$ cat config.mk
export PLATFORM = sky130hd
export DESIGN_NAME = usb_packet_rx
export DESIGN_NICKNAME = d
export VERILOG_FILES = /design/src/rtl/usb_packet_rx.sv
export SDC_FILE = /design/constraint.sdc
export NUM_CORES = 1
export LEC_CHECK = 0
export ABC_AREA = 1
export BUFFER_PORTS_ARGS = -buffer_cell sky130_fd_sc_hd__buf_2
export CORE_UTILIZATION = 40
export CTS_CLUSTER_SIZE = 12
export DETAILED_ROUTE_END_ITERATION = 7
export GPL_TIMING_DRIVEN = 0
export PLACE_DENSITY_LB_ADDON = 0.2
export RECOVER_POWER = 25
export SETUP_SLACK_MARGIN = 0.3
export SYNTH_ARGS = -nofsm -noshare
export SYNTH_HDL_FRONTEND = slang
export SYNTH_SLANG_ARGS = --single-unit
$ cat constraint.sdc
create_clock -name clk -period 3.4 [get_ports clk]
set_input_delay 0.34 -clock clk [delete_from_list [all_inputs] [get_ports clk]]
set_output_delay 0.34 -clock clk [all_outputs]
set_load 0.02 [all_outputs]
$ cat src/rtl/usb_packet_rx.sv
// usb_packet_rx: byte-level USB packet decoder (token/SOF, data, handshake) with CRC5 check.
// Define USB_PACKET_RX_CRC16_EN to compile in the CRC16 check on data packets.
module usb_packet_rx #(
  parameter int MAX_BYTES = 64
) (
  input  logic        clk,
  input  logic        reset,
  input  logic [7:0]  rx_data,
  input  logic        rx_active,
  input  logic        rx_valid,
  input  logic        rx_error,
  output logic [3:0]  pid,
  output logic [6:0]  addr,
  output logic [3:0]  endp,
  output logic [10:0] frame,
  output logic        token_valid,
  output logic [7:0]  data_byte,
  output logic        data_valid,
  output logic        packet_done,
  output logic        packet_ok,
  output logic [2:0]  err_code
);

  typedef enum logic [2:0] {
    S_IDLE, S_PID, S_TOKEN, S_DATA, S_HSK, S_DRAIN
  } state_t;

  localparam logic [2:0] E_NONE  = 3'd0;
  localparam logic [2:0] E_PID   = 3'd1;
  localparam logic [2:0] E_CRC5  = 3'd2;
  localparam logic [2:0] E_LEN   = 3'd4;
  localparam logic [2:0] E_RXERR = 3'd5;
`ifdef USB_PACKET_RX_CRC16_EN
  localparam logic [2:0] E_CRC16 = 3'd3;
`endif

  localparam int            CW       = 11;
  localparam logic [CW-1:0] CNT_SAT  = '1;
  localparam logic [CW-1:0] EMIT_LIM = CW'(MAX_BYTES + 2);
  localparam logic [3:0]    PID_SOF  = 4'b0101;

  // Serial CRCs, data bits taken LSB first, register shifting toward its MSB.
  function automatic logic [4:0] crc5_byte(input logic [4:0] c, input logic [7:0] b);
    logic [4:0] r;
    r = c;
    for (int i = 0; i < 8; i++) begin
      if (b[i] ^ r[4]) r = {r[3:0], 1'b0} ^ 5'h05;
      else             r = {r[3:0], 1'b0};
    end
    return r;
  endfunction

`ifdef USB_PACKET_RX_CRC16_EN
  function automatic logic [15:0] crc16_byte(input logic [15:0] c, input logic [7:0] b);
    logic [15:0] r;
    r = c;
    for (int i = 0; i < 8; i++) begin
      if (b[i] ^ r[15]) r = {r[14:0], 1'b0} ^ 16'h8005;
      else              r = {r[14:0], 1'b0};
    end
    return r;
  endfunction
`endif

  function automatic logic [2:0] first_err(input logic [2:0] cur, input logic [2:0] nw);
    return (cur == E_NONE) ? nw : cur;
  endfunction

  state_t        state_q, state_d;
  logic          act_q, act_d;
  logic [CW-1:0] cnt_q, cnt_d;
  logic [2:0]    err_q, err_d;
  logic [3:0]    tpid_q, tpid_d;
  logic [7:0]    b1_q, b1_d;
  logic [7:0]    b2_q, b2_d;
  logic [4:0]    crc5_q, crc5_d;
`ifdef USB_PACKET_RX_CRC16_EN
  logic [15:0]   crc16_q, crc16_d;
`endif
  logic [3:0]    pid_q, pid_d;
  logic [6:0]    addr_q, addr_d;
  logic [3:0]    endp_q, endp_d;
  logic [10:0]   frame_q, frame_d;
  logic          token_valid_q, token_valid_d;
  logic [7:0]    data_byte_q, data_byte_d;
  logic          data_valid_q, data_valid_d;
  logic          packet_done_q, packet_done_d;
  logic          packet_ok_q, packet_ok_d;
  logic [2:0]    err_code_q, err_code_d;
  logic [2:0]    fin_err;

  always_comb begin
    state_d       = state_q;
    act_d         = rx_active;
    cnt_d         = cnt_q;
    err_d         = err_q;
    tpid_d        = tpid_q;
    b1_d          = b1_q;
    b2_d          = b2_q;
    crc5_d        = crc5_q;
`ifdef USB_PACKET_RX_CRC16_EN
    crc16_d       = crc16_q;
`endif
    pid_d         = pid_q;
    addr_d        = addr_q;
    endp_d        = endp_q;
    frame_d       = frame_q;
    token_valid_d = 1'b0;
    data_byte_d   = data_byte_q;
    data_valid_d  = 1'b0;
    packet_done_d = 1'b0;
    packet_ok_d   = packet_ok_q;
    err_code_d    = err_code_q;
    fin_err       = err_q;

    if (state_q == S_IDLE) begin
      if (rx_active && !act_q) begin
        state_d = S_PID;
        cnt_d   = '0;
        err_d   = E_NONE;
        crc5_d  = '1;
`ifdef USB_PACKET_RX_CRC16_EN
        crc16_d = '1;
`endif
      end
    end else if (!rx_active) begin
      // End of packet: resolve end-of-packet checks unless an earlier error is held.
      case (state_q)
        S_PID:   fin_err = E_PID;
        S_TOKEN: begin
          if (err_q == E_NONE) begin
            if (cnt_q != CW'(2))          fin_err = E_LEN;
            else if (crc5_q != 5'b01100) fin_err = E_CRC5;
          end
        end
        S_DATA: begin
          if (err_q == E_NONE) begin
            if (cnt_q < CW'(2))            fin_err = E_LEN;
`ifdef USB_PACKET_RX_CRC16_EN
            else if (crc16_q != 16'h800D) fin_err = E_CRC16;
`endif
          end
        end
        default: ;
      endcase
      packet_done_d = 1'b1;
      packet_ok_d   = (fin_err == E_NONE);
      err_code_d    = fin_err;
      if (state_q == S_TOKEN && fin_err == E_NONE) begin
        token_valid_d = 1'b1;
        if (tpid_q == PID_SOF) begin
          frame_d = {b2_q[2:0], b1_q};
        end else begin
          addr_d = b1_q[6:0];
          endp_d = {b2_q[2:0], b1_q[7]};
        end
      end
      state_d = S_IDLE;
    end else if (rx_error) begin
      err_d   = E_RXERR;
      state_d = S_DRAIN;
    end else if (rx_valid) begin
      if (cnt_q != CNT_SAT) cnt_d = cnt_q + CW'(1);
      case (state_q)
        S_PID: begin
          cnt_d = '0;
          if (rx_data[7:4] != ~rx_data[3:0]) begin
            err_d   = E_PID;
            state_d = S_DRAIN;
          end else begin
            tpid_d = rx_data[3:0];
            case (rx_data[1:0])
              2'b01:   begin pid_d = rx_data[3:0]; state_d = S_TOKEN; end
              2'b11:   begin pid_d = rx_data[3:0]; state_d = S_DATA;  end
              2'b10:   begin pid_d = rx_data[3:0]; state_d = S_HSK;   end
              default: begin err_d = E_PID;        state_d = S_DRAIN; end
            endcase
          end
        end
        S_TOKEN: begin
          if (cnt_q == CW'(0)) b1_d = rx_data;
          if (cnt_q == CW'(1)) b2_d = rx_data;
          if (cnt_q < CW'(2))  crc5_d = crc5_byte(crc5_q, rx_data);
        end
        S_DATA: begin
`ifdef USB_PACKET_RX_CRC16_EN
          crc16_d = crc16_byte(crc16_q, rx_data);
`endif
          // Two-byte delay line keeps the trailing CRC16 off data_byte.
          if (cnt_q >= CW'(2)) begin
            if (cnt_q < EMIT_LIM) begin
              data_byte_d  = b1_q;
              data_valid_d = 1'b1;
            end else begin
              err_d = first_err(err_q, E_LEN);
            end
          end
          b1_d = b2_q;
          b2_d = rx_data;
        end
        S_HSK:   err_d = first_err(err_q, E_LEN);
        default: ;
      endcase
    end
  end

  always_ff @(posedge clk) begin
    if (reset) begin
      state_q       <= S_IDLE;
      // Held high so a packet already in flight at reset release is not mistaken for a new one.
      act_q         <= 1'b1;
      cnt_q         <= '0;
      err_q         <= E_NONE;
      tpid_q        <= '0;
      b1_q          <= '0;
      b2_q          <= '0;
      crc5_q        <= '1;
`ifdef USB_PACKET_RX_CRC16_EN
      crc16_q       <= '1;
`endif
      pid_q         <= '0;
      addr_q        <= '0;
      endp_q        <= '0;
      frame_q       <= '0;
      token_valid_q <= 1'b0;
      data_byte_q   <= '0;
      data_valid_q  <= 1'b0;
      packet_done_q <= 1'b0;
      packet_ok_q   <= 1'b0;
      err_code_q    <= E_NONE;
    end else begin
      state_q       <= state_d;
      act_q         <= act_d;
      cnt_q         <= cnt_d;
      err_q         <= err_d;
      tpid_q        <= tpid_d;
      b1_q          <= b1_d;
      b2_q          <= b2_d;
      crc5_q        <= crc5_d;
`ifdef USB_PACKET_RX_CRC16_EN
      crc16_q       <= crc16_d;
`endif
      pid_q         <= pid_d;
      addr_q        <= addr_d;
      endp_q        <= endp_d;
      frame_q       <= frame_d;
      token_valid_q <= token_valid_d;
      data_byte_q   <= data_byte_d;
      data_valid_q  <= data_valid_d;
      packet_done_q <= packet_done_d;
      packet_ok_q   <= packet_ok_d;
      err_code_q    <= err_code_d;
    end
  end

  assign pid         = pid_q;
  assign addr        = addr_q;
  assign endp        = endp_q;
  assign frame       = frame_q;
  assign token_valid = token_valid_q;
  assign data_byte   = data_byte_q;
  assign data_valid  = data_valid_q;
  assign packet_done = packet_done_q;
  assign packet_ok   = packet_ok_q;
  assign err_code    = err_code_q;

endmodule
Yosys cells after proc, flatten, opt, wreduce, memory -nomap -nowiden
Cells that the tools add are included.
W data, S select, Z words.
{"block": "totals", "regBits": 84, "out_inout_bits": 41, "word_cells": 198, "inputBits": 13}
{"block": "classes", "n_bitwise": 25, "eq_ne": 22, "order_cmp": 3, "mux": 98, "n_reduce_logical": 31, "addsub": 1}
{"operator": "$mux W5", "n": 49}
{"operator": "$mux W3", "n": 32}
{"operator": "$mux W11", "n": 7}
{"operator": "$pmux W8 S2", "n": 2}
{"operator": "$pmux W3 S3", "n": 3}
{"operator": "$reduce_and A6 Y1", "n": 4}
{"operator": "$reduce_and A7 Y1", "n": 3}
{"operator": "$mux W8", "n": 2}
{"operator": "$not A2 Y2", "n": 8}
{"operator": "$add A11 B1 Y11 const B", "n": 1}
{"operator": "$eq A11 B1 Y1 const B", "n": 1}
{"operator": "$ge A11 B2 Y1 const B", "n": 1}
{"operator": "$logic_not A11 Y1", "n": 1}
{"operator": "$lt A11 B2 Y1 const B", "n": 1}
{"operator": "$lt A11 B7 Y1 const B", "n": 1}
{"operator": "$ne A11 B11 Y1 const B", "n": 1}
{"operator": "$ne A11 B2 Y1 const B", "n": 1}
{"operator": "$reduce_bool A2 Y1", "n": 5}
{"operator": "$logic_not A3 Y1", "n": 3}
{"operator": "$ne A2 B1 Y1 const B", "n": 4}
{"operator": "$ne A4 B1 Y1 const B", "n": 2}
{"operator": "$ne A4 B4 Y1 const B", "n": 2}
{"operator": "$not A1 Y1", "n": 8}
{"operator": "$reduce_and A4 Y1", "n": 2}
{"operator": "other kinds (22)", "n": 36}

Logic depth before layout (Yosys ltp)
Gate-level depths: netlist (run 1).
{"block": "depth", "word_depth": 64, "mapped_depth": 13}

Least setup slack after synthesis (run 1)
OpenSTA, ideal clock, no wires.
{"block": "synth_path", "path_type": "reg2reg", "start": "register cnt_q[1]", "end": "register cnt_q[5]", "stages_incl_launch_ff": 10, "synth_period_minus_slack_ps": 1690, "setup_ps": 66, "n_path_buf": 0, "setup_slack_ps": 1710, "arrival_time_ps": 1624, "cell_sequence": "dfxtp_1 > ha_1 > nand2_1 > nor2_1 > nand3_2 > o31ai_4 > inv_4 > nand2_1 > nand2_1 > a21oi_2"}
{"block": "synth_between", "elab_chain_len": 7}
{"element": "start: declaration", "line_no": "71", "text": "logic [CW-1:0] cnt_q, cnt_d;"}
{"element": "start signal: assignment", "line_no": "234", "text": "cnt_q <= cnt_d;"}
{"element": "$add A11 B1 Y11", "line_no": "163", "text": "if (cnt_q != CNT_SAT) cnt_d = cnt_q + CW'(1);"}
{"element": "$mux W11", "line_no": "163"}
{"element": "$mux W11", "line_no": "164", "text": "case (state_q)"}
{"element": "$mux W11", "line_no": "162", "text": "end else if (rx_valid) begin"}
{"element": "$mux W11", "line_no": "159", "text": "end else if (rx_error) begin"}
{"element": "$mux W11", "line_no": "126", "text": "end else if (!rx_active) begin"}
{"element": "$mux W11", "line_no": "116", "text": "if (state_q == S_IDLE) begin"}
Several ways; a longest one is shown, not always the timed one. The select of a mux whose other input is x is not followed.
A chain may end at the register's enable or synchronous reset.

Worst setup path in the final report (run 1)
{"block": "layout_path", "start": "register state_q[2]", "end": "register b2_q[5]"}
{"block": "layout_between", "elab_chain_len": 3}
{"element": "start: declaration", "line_no": "69", "text": "state_t state_q, state_d;"}
{"element": "start signal: assignment", "line_no": "232", "text": "state_q <= state_d;"}
{"element": "$eq A3 B2 Y1 / $logic_not A3 Y1 (equally long branches)", "line_no": "164, 116"}
{"element": "$ne A2 B1 Y1 (no line) (tied with other cells)"}
{"element": "$reduce_and A6 Y1 (no line)"}
{"element": "end signal: assignment", "line_no": "216", "text": "b2_q <= '0;"}
{"element": "end signal: assignment", "line_no": "238", "text": "b2_q <= b2_d;"}
{"element": "end: declaration", "line_no": "75", "text": "logic [7:0] b2_q, b2_d;"}
Several ways; a longest one is shown, not always the timed one.

==> qor.txt, run 1 <==
dpl cells -> 820
Final Cycle Share -> 61.96%
die area -> 10970 um^2
DRT iter0 DRCs -> 223
largest net degree at the start of global routing -> 16
RR Startpoint -> state_q[2]
TritonCTS Buffers -> 9
relative slew slack -> 60.69%
diode count -> 0
Worst Path Arrival -> 2400 ps
ranking of synthesized cells by area -> dfxtp_1, nand2_1, nor2_1
GP Congestion -> 0.8017
clock edge transition at the registers on the reported setup and hold paths -> 90 ps
PD cells -> 629.3 nW/um^2
Hold Fails Final Rpt -> 0
syn avg cell area -> 6.692 um^2
count of flip-flops with a built-in enable after synthesis -> 0
Port Buffers -> 53
core area -> 10280 um^2
CTS tree -> yes
Gates resized, CTS repair -> 0
DRT Pass-1 Iters -> 5
reg-to-reg slack, setup -> 1290 ps
Worst Skew -> 11.25 ps
Synth cell types -> 36
HPWL after detailed placement -> 7.776 mm
final hold slack -> 290.6 ps
layout cell share with drive strength beyond 1 -> 10.43%
Min-Delay Path Depth -> 2
Post-DRT Antenna Nets -> 0
root buf cell -> clkbuf_8
Synth top area share -> 39.35%
Leakage -> 0.002235 uW
initial antenna violation count -> 0
sequential area share after synthesis -> 39.35%
site row count -> 37
nets@finish -> 716
VDD IR-drop max -> 525.9 uV
# clock sinks -> 83
top cells by instance count after synthesis -> nand2_1, nor2_1, dfxtp_1, inv_1, o21ai_0
final worst path period need -> 2107 ps
Die X -> 104.7 um
Post-CTS Setup Bufs -> 0
Area Growth Syn to Fin -> 14.16%
worst-skew pair later-pin latency -> 370 ps
vias in the first global route -> 3576
via/cell ratio -> 4.699
Mapped Cells -> 631
Fmax -> 474.7 MHz
Critical Path End Type -> register
chip height -> 104.7 um
RSZ-0062 raised after global routing -> false
Post-CTS Hold Fix Bufs -> 0
status -> completed
first-pass GRT wire length -> 17.05 mm
top_reg_cell synth -> dfxtp_1
total grt overflow -> 0
worst slew pin tran -> 589.6 ps
hold path endpoint -> state_q[1]
startpoint types -> register
Initial Util -> 41.09%
crit-path max FO -> 10
Final Non-Filler Cells -> 836
number of top-level pins -> 54
RR Endpoint -> b2_q[5]
count leader, synth -> nand2_1
depth of the most critical reg-to-reg path -> 10
hold path startpoint -> reset
Tightest Hold Check Type -> in2reg
Max-Cap Viols -> 0
critical path type -> reg2reg
Final setup viols -> 0
Synth Net Count -> 652
Fin Setup TNS -> 0 ps
WL final -> 10.18 mm
via count -> 3928
post-synthesis async set-or-reset flop share -> 0%
Netlist Area Pre-Place -> 4223 um^2
DR WL/cell -> 12.18 um
post-synth top area cell -> dfxtp_1
Max Root-Sink Buffers -> 2
Global Route Usage Sum -> 19.61%
synth warn -> 0
WP data required -> 3700 ps
#FFs+latches synth -> 83
Pins Over Slew Limit -> 0
drt drc -> 0
H-Tree Depth -> 3
-- stage by stage --
stage	power, uW	instance area [um^2]	setup slack, ps	util [%]
6_report	3034	4821	1293	46.91
5_1_grt	3265	4821	1092	46.91
3_3_place_gp	2304	4658	1379	45.33
2_1_floorplan	2048	4223	1710	-
4_1_cts	3074	4866	1340	47.35
3_5_place_dp	2319	4658	1357	45.33
-- where the power goes --
| part | total [uW] | internal, uW | switching (uW) |
|---|---|---|---|
| Clock | 747 | 367 | 380 |
| Sequential | 1170 | 1080 | 88.5 |
| Combinational | 1120 | 365 | 755 |
-- final cells by class --
cell class              instances  area, um^2
flip-flops and latches         83        1662
inverters                      89       339.1
well taps                     136       170.2
multi-input cells             442        2116
fillers                      1101        5456
plain buffers                  17       98.84
repair buffers                 53       227.7
clock inverters                 6       70.07
clock buffers                  10       137.6
-- worst max-delay path by stage --
stage | startpoint | to | slack (ps) | depth (start not counted)
after global placement | cnt_q[1] | cnt_q[8] | 1380 | 8
after CTS | cnt_q[1] | cnt_q[5] | 1340 | 9
final | state_q[2] | b2_q[5] | 1290 | 10
after global routing | state_q[2] | cnt_q[0] | 1090 | 10
after detailed placement | cnt_q[1] | cnt_q[8] | 1360 | 8
after floorplan | cnt_q[1] | cnt_q[5] | 1710 | 9
-- worst max-delay path: stages, from the launching register on --
cell     delay (ps)
dfxtp_1         360
nor2_1          460
nand2_4         180
inv_4           120
nor2_4           50
nand2_2         120
nor2_4           60
nand2_1         170
buf_2           250
o21ai_0          90
a21oi_1         160
-- cell usage in the layout (no fill, tap or decap), types with 8 or more instances in the layout --
cell type  instances
nor2_1           114
a21oi_1           41
dfxtp_1           83
nand3_1           18
clkbuf_1          38
buf_2             27
ha_1               8
nand2_1          149
o21ai_0           54
clkbuf_8          10
inv_1             83
-- state kept, by name, indices dropped and copies added, names as in the netlist --
register and cells:
data_byte 8, packet_done 1, endp 4, data_valid 1
crc5_q 5, packet_ok 1, tpid_q 4, cnt_q 11
b1_q 8, pid 4, err_code 3, state_q 3
b2_q 8, act_q 1, addr 7, err_q 2
token_valid 1, frame 11
-- per-layer routing --
metal / GRT usage, % / vias up / wire, um
li1: - / 2098 / -
met1: 25.62 / 1725 / 4980
met2: 32.07 / 90 / 4532
met3: 2.620 / 15 / 461
met4: 9.054 / 0 / 207
met5: 0 / - / 0
-- cells by family after synthesis --
kind of cell | Yosys count | synth area share, %
simple gates | 317 | 32.03
buf+inv | 106 | 10.37
compound gates | 105 | 13.39
flops | 83 | 39.35
xor+xnor | 12 | 2.489
fa+ha+maj | 8 | 2.370
(Power assumes the default switching activity.)
==> run 2: changes to the inputs <==
==> constraint.sdc (replaced) <==
create_clock -name clk -period 1.7 [get_ports clk]
set_input_delay 0.17 -clock clk [delete_from_list [all_inputs] [get_ports clk]]
set_output_delay 0.17 -clock clk [all_outputs]
set_load 0.02 [all_outputs]
==> qor.txt, run 2 (synthesized netlist as in run 1, its figures left out) <==
Max-Cap Viols -> 0 (unchanged)
# clock sinks -> 83 (unchanged)
Fin Setup TNS -> 0 ps (unchanged)
dpl cells -> 820 (unchanged)
Initial Util -> 41.09% (unchanged)
critical path's top delay family -> simple AND/OR/NAND/NOR gates (unchanged)
relative slew slack -> 49.68% (was 60.69%)
crit-path max FO -> 10 (unchanged)
TritonCTS Buffers -> 9 (unchanged)
Worst Skew -> 8.844 ps (was 11.25 ps)
Critical Path Most Common Cell -> nand2_1 (was nor2_4)
Final Cycle Share -> 95.25% (was 61.96%)
critical path type -> reg2reg (unchanged)
Met3 Wirelength -> 594 um (was 461 um)
PD cells -> 1244 nW/um^2 (was 629.3 nW/um^2)
met2 wire len -> 5.564 mm (was 4.532 mm)
top sig layer -> met4 (unchanged)
site row count -> 37 (unchanged)
layout cell share with drive strength beyond 1 -> 30.38% (was 10.43%)
Worst path slowest cell -> dfxtp_4 (was nor2_1)
drt drc -> 2 (was 0)
chip height -> 104.7 um (unchanged)
H-Tree Depth -> 3 (unchanged)
nets@finish -> 760 (was 716)
CP cell instances -> ha_4 > nand2_2 > nor2_4 > nand3_4 > o31ai_4 > buf_12 > inv_6 > nand2_1 > nand2_1 > a21oi_2 (was nor2_1 > nand2_4 > inv_4 > nor2_4 > nand2_2 > nor2_4 > nand2_1 > buf_2 > o21ai_0 > a21oi_1)
Final Non-Filler Cells -> 880 (was 836)
wire length on met1 -> 5.356 mm (was 4.980 mm)
GP Congestion -> 0.8342 (was 0.8017)
HPWL after detailed placement -> 7.863 mm (was 7.776 mm)
DRT Pass-1 Iters -> 7 (was 5)
Die X -> 104.7 um (unchanged)
DRT iter0 DRCs -> 160 (was 223)
Critical Path End Type -> register (unchanged)
final worst path period need -> 1619 ps (was 2107 ps)
commonest non-fill, non-tap cells in the layout -> nand2_1, nor2_1, inv_1, dfxtp_1, clkbuf_1 (was nand2_1, nor2_1, inv_1, dfxtp_1, o21ai_0)
failing checks -> DRC
RSZ-0062 raised after global routing -> true (was false)
startpoint types -> register (unchanged)
CTS tree -> yes (unchanged)
diode count -> 0 (unchanged)
die area -> 10970 um^2 (unchanged)
Tightest Hold Check Type -> in2reg (unchanged)
initial antenna violation count -> 0 (unchanged)
WP data required -> 1990 ps (was 3700 ps)
Max Root-Sink Buffers -> 2 (unchanged)
largest net degree at the start of global routing -> 15 (was 16)
total power -> 7142 uW (was 3034 uW)
core area -> 10280 um^2 (unchanged)
Leakage -> 0.002584 uW (was 0.002235 uW)
number of top-level pins -> 54 (unchanged)
max incr delay on CP -> 410 ps (was 460 ps)
via count -> 4329 (was 3928)
status -> complete, but fails checks (was completed)
Hold Fails Final Rpt -> 0 (unchanged)
Port Buffers -> 53 (unchanged)
first-pass GRT wire length -> 18.91 mm (was 17.05 mm)
Post-DRT Antenna Nets -> 0 (unchanged)
total grt overflow -> 0 (unchanged)
Fillers -> 1025 (was 1101)
worst slew pin tran -> 754.8 ps (was 589.6 ps)
commonest non-fill, non-tap cell in the layout -> nand2_1 (unchanged)
worst slack, placed -> -233.7 ps (was 1357 ps)
vias in the first global route -> 4049 (was 3576)
Pins Over Slew Limit -> 0 (unchanged)
via/cell ratio -> 4.919 (was 4.699)
Fmax -> 617.6 MHz (was 474.7 MHz)
post-layout worst setup margin -> 80.70 ps (was 1293 ps)
Area Growth Syn to Fin -> 36.00% (was 14.16%)
root buf cell -> clkbuf_8 (unchanged)
CP Buf/Inv Count -> 2 (unchanged)
Worst Path Arrival -> 1910 ps (was 2400 ps)
DR WL/cell -> 13.36 um (was 12.18 um)
worst-skew pair later-pin latency -> 360 ps (was 370 ps)
WL final -> 11.76 mm (was 10.18 mm)
Global Route Usage Sum -> 21.47% (was 19.61%)
VDD IR-drop max -> 834.3 uV (was 525.9 uV)
Final setup viols -> 0 (unchanged)
clock edge transition at the registers on the reported setup and hold paths -> 80 ps (was 90 ps)
run 2: changes by cell type in the layout (fill, tap and decap cells not counted), moves of 15 or more:
cell     delta
buf_4      +26
buf_6      +15
dfxtp_1    -16
nand2_1    -21
nor2_1     -26
o21ai_0    -26
o21ai_1    +15
run 2: where the power goes:
part / switching [uW] / internal, uW
sequential: 241 / 2180
combinational: 1990 / 1350
clock: 747 / 629
total: 2980 / 4170
run 2: timing repair:
item | in CTS | in global routing
gates cloned | 3 | 3
hold buffers | 0 | 0
endpoints found under the hold margin | 0 | 0
resized for setup | 61 | 106
pin swaps | 23 | 33
setup buffers | 29 | 9
endpoints found under the setup margin | 78 | 79
run 2: layout make-up:
cell class	count	area [um^2]	area share, %
buffer	17	137.6	2.397
timing repair buffer	95	606.8	10.57
clock inverter	4	33.78	0.5882
clock buffer	12	156.4	2.723
multi-input combinational	444	2580	44.92
tap	136	170.2	2.963
inverter	89	356.6	6.209
sequential	83	1702	29.63
run 2: per-layer routing:
metal,vias up,global-route usage (%)
li1,2199,-
met1,2003,28.57
met2,107,35.48
met3,20,2.495
met4,0,8.350
met5,-,0
run 2: per-stage QoR:
stage	cell area [um^2]	util (%)	hold slack [ps]
3_3_place_gp	4752	46.24	405.8
3_5_place_dp	4752	46.24	420.0
4_1_cts	5370	52.25	41.44
2_1_floorplan	4317	-	241.0
6_report	5743	55.88	142.3
5_1_grt	5743	55.88	176.7
run 2: path summary, 6_finish.rpt:
path,startpoint,to,slack (ps),cells after the start
worst min register to register,data_byte[5],data_byte[5],450,2
worst max-delay path,cnt_q[1],cnt_q[5],80,10
worst min-delay path,reset,state_q[1],140,2
worst max register to register,cnt_q[1],cnt_q[5],80,10
